## config.mk

```make
export PLATFORM = sky130hd
export DESIGN_NAME = alu_cmd_sequencer
export DESIGN_NICKNAME = d
export VERILOG_FILES = /design/src/rtl/alu_pkg.sv /design/src/rtl/alu_cmd_sequencer.sv
export SDC_FILE = /design/constraint.sdc
export NUM_CORES = 1
export LEC_CHECK = 0
export CORE_UTILIZATION = 32
export CTS_CLUSTER_DIAMETER = 120
export CTS_CLUSTER_SIZE = 24
export DETAILED_ROUTE_END_ITERATION = 10
export HOLD_SLACK_MARGIN = 0.12
export PLACE_DENSITY = 0.71
export SLEW_MARGIN = 20
export SYNTH_ARGS = -nofsm -noshare
export SYNTH_HDL_FRONTEND = slang
export SYNTH_SLANG_ARGS = --single-unit
```

## constraint.sdc

```tcl
create_clock -name clk -period 1.7 [get_ports clk]
set_input_delay 0.255 -clock clk [delete_from_list [all_inputs] [get_ports clk]]
set_output_delay 0.255 -clock clk [all_outputs]
set_load 0.01 [all_outputs]
```

## src/rtl/alu_pkg.sv

```systemverilog
// Shared definitions for the ALU command sequencer: default widths,
// the ALU operation code type and the sequencer FSM state encoding.
package alu_pkg;

  localparam int unsigned WIDTH_DEF = 8;
  localparam int unsigned CNT_W_DEF = 16;

  // Operation code, passed unchanged to ALU_Sel
  typedef logic [2:0] alu_op_t;

  localparam alu_op_t ALU_OP_ADD = 3'b000;
  localparam alu_op_t ALU_OP_SUB = 3'b001;

  typedef enum logic [1:0] {
    ST_IDLE = 2'd0,
    ST_EXEC = 2'd1,
    ST_RESP = 2'd2
  } seq_state_t;

endpackage

```

## src/rtl/alu_cmd_sequencer.sv

```systemverilog
// Valid/ready command front-end for the combinational ALU. Registers
// operands towards the ALU on acceptance, captures the ALU result one
// cycle later, and holds it on a valid/ready response port. Keeps an
// accumulator for chained operations and a completed-response counter.
module alu_cmd_sequencer
  import alu_pkg::*;
#(
  parameter int unsigned WIDTH = WIDTH_DEF,
  parameter int unsigned CNT_W = CNT_W_DEF
) (
  input  logic             clk,
  input  logic             rst,
  input  logic             cmd_valid,
  output logic             cmd_ready,
  input  logic [2:0]       cmd_op,
  input  logic [WIDTH-1:0] cmd_a,
  input  logic [WIDTH-1:0] cmd_b,
  input  logic             cmd_use_acc,
  input  logic             acc_clr,
  output logic [WIDTH-1:0] alu_a,
  output logic [WIDTH-1:0] alu_b,
  output logic [2:0]       alu_sel,
  input  logic [WIDTH-1:0] alu_out,
  input  logic             alu_zero,
  output logic             res_valid,
  input  logic             res_ready,
  output logic [WIDTH-1:0] res_data,
  output logic             res_zero,
  output logic [WIDTH-1:0] acc,
  output logic [CNT_W-1:0] op_count
);

  seq_state_t state;
  seq_state_t state_next;

  logic cmd_fire;
  logic res_fire;

  assign cmd_fire = cmd_valid && cmd_ready;
  assign res_fire = res_valid && res_ready;

  // State register
  always_ff @(posedge clk) begin
    if (rst) begin
      state <= ST_IDLE;
    end else begin
      state <= state_next;
    end
  end

  // Next-state logic
  always_comb begin
    state_next = state;
    unique case (state)
      ST_IDLE: if (cmd_fire) state_next = ST_EXEC;
      ST_EXEC: state_next = ST_RESP;
      ST_RESP: if (res_ready) state_next = ST_IDLE;
      default: state_next = ST_IDLE;
    endcase
  end

  // Handshake outputs decoded from state only; res_ready never reaches cmd_ready
  always_comb begin
    cmd_ready = 1'b0;
    res_valid = 1'b0;
    unique case (state)
      ST_IDLE: cmd_ready = 1'b1;
      ST_RESP: res_valid = 1'b1;
      default: ;
    endcase
  end

  // Operand registers towards the ALU, loaded only on command acceptance
  always_ff @(posedge clk) begin
    if (rst) begin
      alu_a   <= '0;
      alu_b   <= '0;
      alu_sel <= '0;
    end else if (cmd_fire) begin
      alu_a   <= cmd_use_acc ? acc : cmd_a;
      alu_b   <= cmd_b;
      alu_sel <= cmd_op;
    end
  end

  // Result capture at the end of EXEC; held through RESP until handshake
  always_ff @(posedge clk) begin
    if (rst) begin
      res_data <= '0;
      res_zero <= 1'b0;
    end else if (state == ST_EXEC) begin
      res_data <= alu_out;
      res_zero <= alu_zero;
    end
  end

  // Accumulator: clear takes priority over the EXEC capture
  always_ff @(posedge clk) begin
    if (rst) begin
      acc <= '0;
    end else if (acc_clr) begin
      acc <= '0;
    end else if (state == ST_EXEC) begin
      acc <= alu_out;
    end
  end

  // Completed-response counter, wraps naturally at 2^CNT_W
  always_ff @(posedge clk) begin
    if (rst) begin
      op_count <= '0;
    end else if (res_fire) begin
      op_count <= op_count + CNT_W'(1);
    end
  end

endmodule

```

==> results.sh <==
export IMPL_hold_start="rst"
export IMPL_fin_skew_ps=10.7
export IMPL_grt_pass1_vias=1875
export IMPL_final_util_pct=51.0
export IMPL_hold_depth=3
export IMPL_synthesis_instances=242
export IMPL_die_area_mm2=0.00692
export IMPL_dp_cells=405
export IMPL_grt_remaining_overflow=0
export IMPL_crit_chain="buf_4, clkdlybuf4s50_1"
export IMPL_ant_nets=0
export IMPL_cts_resized=3
export IMPL_finalSetupViolCount=0
export IMPL_tritoncts="built"
export IMPL_drv_slew=0
export IMPL_post_synth_top_count_cell="dfxtp_1"
export IMPL_path_delay_family="buffers and inverters"
export IMPL_powerDensity_mw_per_mm2=786
export IMPL_die_y_um=83.2
export IMPL_vias_per_cell=4.79
export IMPL_grt_use_total_pct=14.9
export IMPL_wire_per_inst_um=12.3
export IMPL_cp_num_buf_inv=2
export IMPL_synth_area_leaders="dfxtp_1 51%, nand2_1 9.4%, a21oi_1 7.8%"
export IMPL_io_pins=88
export IMPL_drt_initial_drc_count=63
export IMPL_cp_slowest_cell="clkdlybuf4s50_1"
export IMPL_yosysTopAreaCellShare_pct=51.3
export IMPL_netlist_area_mm2=0.00211
export IMPL_antenna_found_initial=0
export IMPL_period_minus_slack_ps=1630
export IMPL_tightest_slew_ps=405
export IMPL_syn_nets=277
export IMPL_fmax_mhz=612
export IMPL_run_status="finished, final reports clean"
export IMPL_cp_depth=2
export IMPL_grt_pass1_wl_mm=8.47
export IMPL_numCtsBuffers=5
export IMPL_reg2reg_from="op_count[9]$_SDFFE_PP0P_"
export IMPL_synth_common_cells="54 x dfxtp_1, 53 x nand2_1, 33 x a21oi_1"
export IMPL_start_util_pct=33.2
export IMPL_synth_edff_count=0
export IMPL_synth_top_area_cell="dfxtp_1"
export IMPL_synth_flop_cell="dfxtp_1"
export IMPL_core_area_mm2=0.00635
export IMPL_syn2layout_area_growth_pct=53.6
export IMPL_ir_drop_uv=385
export IMPL_fin_crit_sh_pct=96.0
export IMPL_diodes=0
export IMPL_holdWs_ps=343
export IMPL_cts_num_sinks=54
export IMPL_slowest_delay_ps=540
export IMPL_path_class="flop to output port"
export IMPL_required_ps=1440
export IMPL_clk_latency_ps=300
export IMPL_crit_path_end_kind="output port"
export IMPL_hpwl_mm=3.80
export IMPL_critPathLaunch="op_count[2]$_SDFFE_PP0P_"
export IMPL_cp_start_kind="flop"
export IMPL_fin_cells=413
export IMPL_crit_fanout=8
export IMPL_post_cts_setup_buffers=0
export IMPL_num_rows=29
export IMPL_rsz0062_at_grt="false"
export IMPL_holdBufCountCts=0
export IMPL_fin_tns_setup_ps=0
export IMPL_nets=370
export IMPL_cts_max_level=2
export IMPL_async_flop_share_pct=0
export IMPL_final_hold_viol_count=0
export IMPL_synth_seq_cells=54
export IMPL_arrival_ps=1380
export IMPL_num_vias=1980
export IMPL_wirelength_mm=5.08
export IMPL_gp_congestion=0.764
export IMPL_clockBufferDepth=2
export IMPL_synth_cell_type_count=33
export IMPL_placed_cell_area_mm2=0.00313
export IMPL_hold_path_class="input port to flop"
export IMPL_io_buffers=87
export IMPL_synth_avg_cell_area_um2=8.71
export IMPL_seq_area_frac_synth_pct=51.3
export IMPL_cts_root_buf="clkbuf_8"
export IMPL_reg2regPathDepth=4
export IMPL_drive_above_1_share_pct=8.93
export IMPL_cts_clk_slew_worst_paths_ps=100
export IMPL_ys_warnings_count=0
export IMPL_drc_errors=0
export IMPL_cap_violations=0
export IMPL_grt_start_max_net_pins=29
export IMPL_p_leak_nw=1.21
export IMPL_final_cell_area_mm2=0.00324
export IMPL_first_pass_iters=4
export IMPL_die_width_um=83.2
export IMPL_maxSlewHeadroom_pct=73.0
final timing paths:
kind | to | slack, ps
min reg2reg | alu_b[2]$_SDFFE_PP0P_ | 460
min | acc[3]$_SDFFE_PP0N_ | 340
max | op_count[2] | 70
max reg2reg | op_count[15]$_SDFFE_PP0P_ | 150
layout by cell type, fill, tap and decap left out, types with 4 or more instances in the layout:
cell type,synthesis,layout
a211oi_1,8,8
a21oi_1,33,33
buf_4,0,14
clkbuf_8,0,5
clkdlybuf4s50_1,0,84
dfxtp_1,54,53
mux2i_1,9,9
nand2_1,53,53
nand3_1,4,4
nand4_1,4,4
nor2_1,22,22
xnor2_1,5,5
xor2_1,6,6
cells by family (layout without fill, tap and decap cells):
logic type / after synthesis / count (layout) / synth area share, %
AND/OR/NAND/NOR: 106 / 106 / 24.4
flip-flops: 54 / 54 / 51.3
AO/OA/AOI/OAI: 45 / 45 / 11.8
buffers and inverters: 16 / 110 / 3.15
XOR/XNOR: 11 / 11 / 4.57
multiplexers: 9 / 9 / 4.27
adder cells (fa/ha/maj): 1 / 1 / 0.593
registers in the layout, indices dropped and copies added (netlist names):
| signal | flops |
|---|---|
| op_count | 16 |
| acc | 8 |
| alu_a | 8 |
| res_zero | 1 |
| res_data | 8 |
| state | 2 |
| alu_sel | 3 |
| alu_b | 8 |
metal layers:
metal  share of wire [%]  up-vias  wire [um]  global-route usage [%]
met2                  46       59       2330                    24.8
met5                   0        -          0                       0
met4                 1.8        0         89                    6.43
met3                 4.1        8        207                    2.78
li1                    -     1004          -                       -
met1                  48      909       2460                    18.9
layout make-up:
class	instances	area, um2
clock buffer	6	72.6
clock inverter	2	37.5
fill	593	3110
multi-input combinational	172	961
sequential	54	1080
tap	77	96.3
timing repair buffer	102	988
report_power, final:
group	switching, mW	internal (mW)	leakage, nW
Sequential	0.0301	1.32	0.440
Combinational	0.155	0.210	0.717
Clock	0.395	0.440	0.0514
Total	0.579	1.97	1.21
metrics by stage:
step                worst slack, ps  power, mW
finish                         67.3       2.54
detailed placement             -119       1.75
floorplan                       132       1.53
global route                   4.51       2.67
CTS                            58.7       2.57
global placement              -77.6       1.74
tightest hold or removal path: cells and delay by family:
| kind | cells | cell delay, ps |
|---|---|---|
| buffers and inverters | 1 | 100 |
| AND/OR/NAND/NOR | 1 | 190 |
| AO/OA/AOI/OAI | 1 | 50 |
Power figures use the tool's default switching activity.
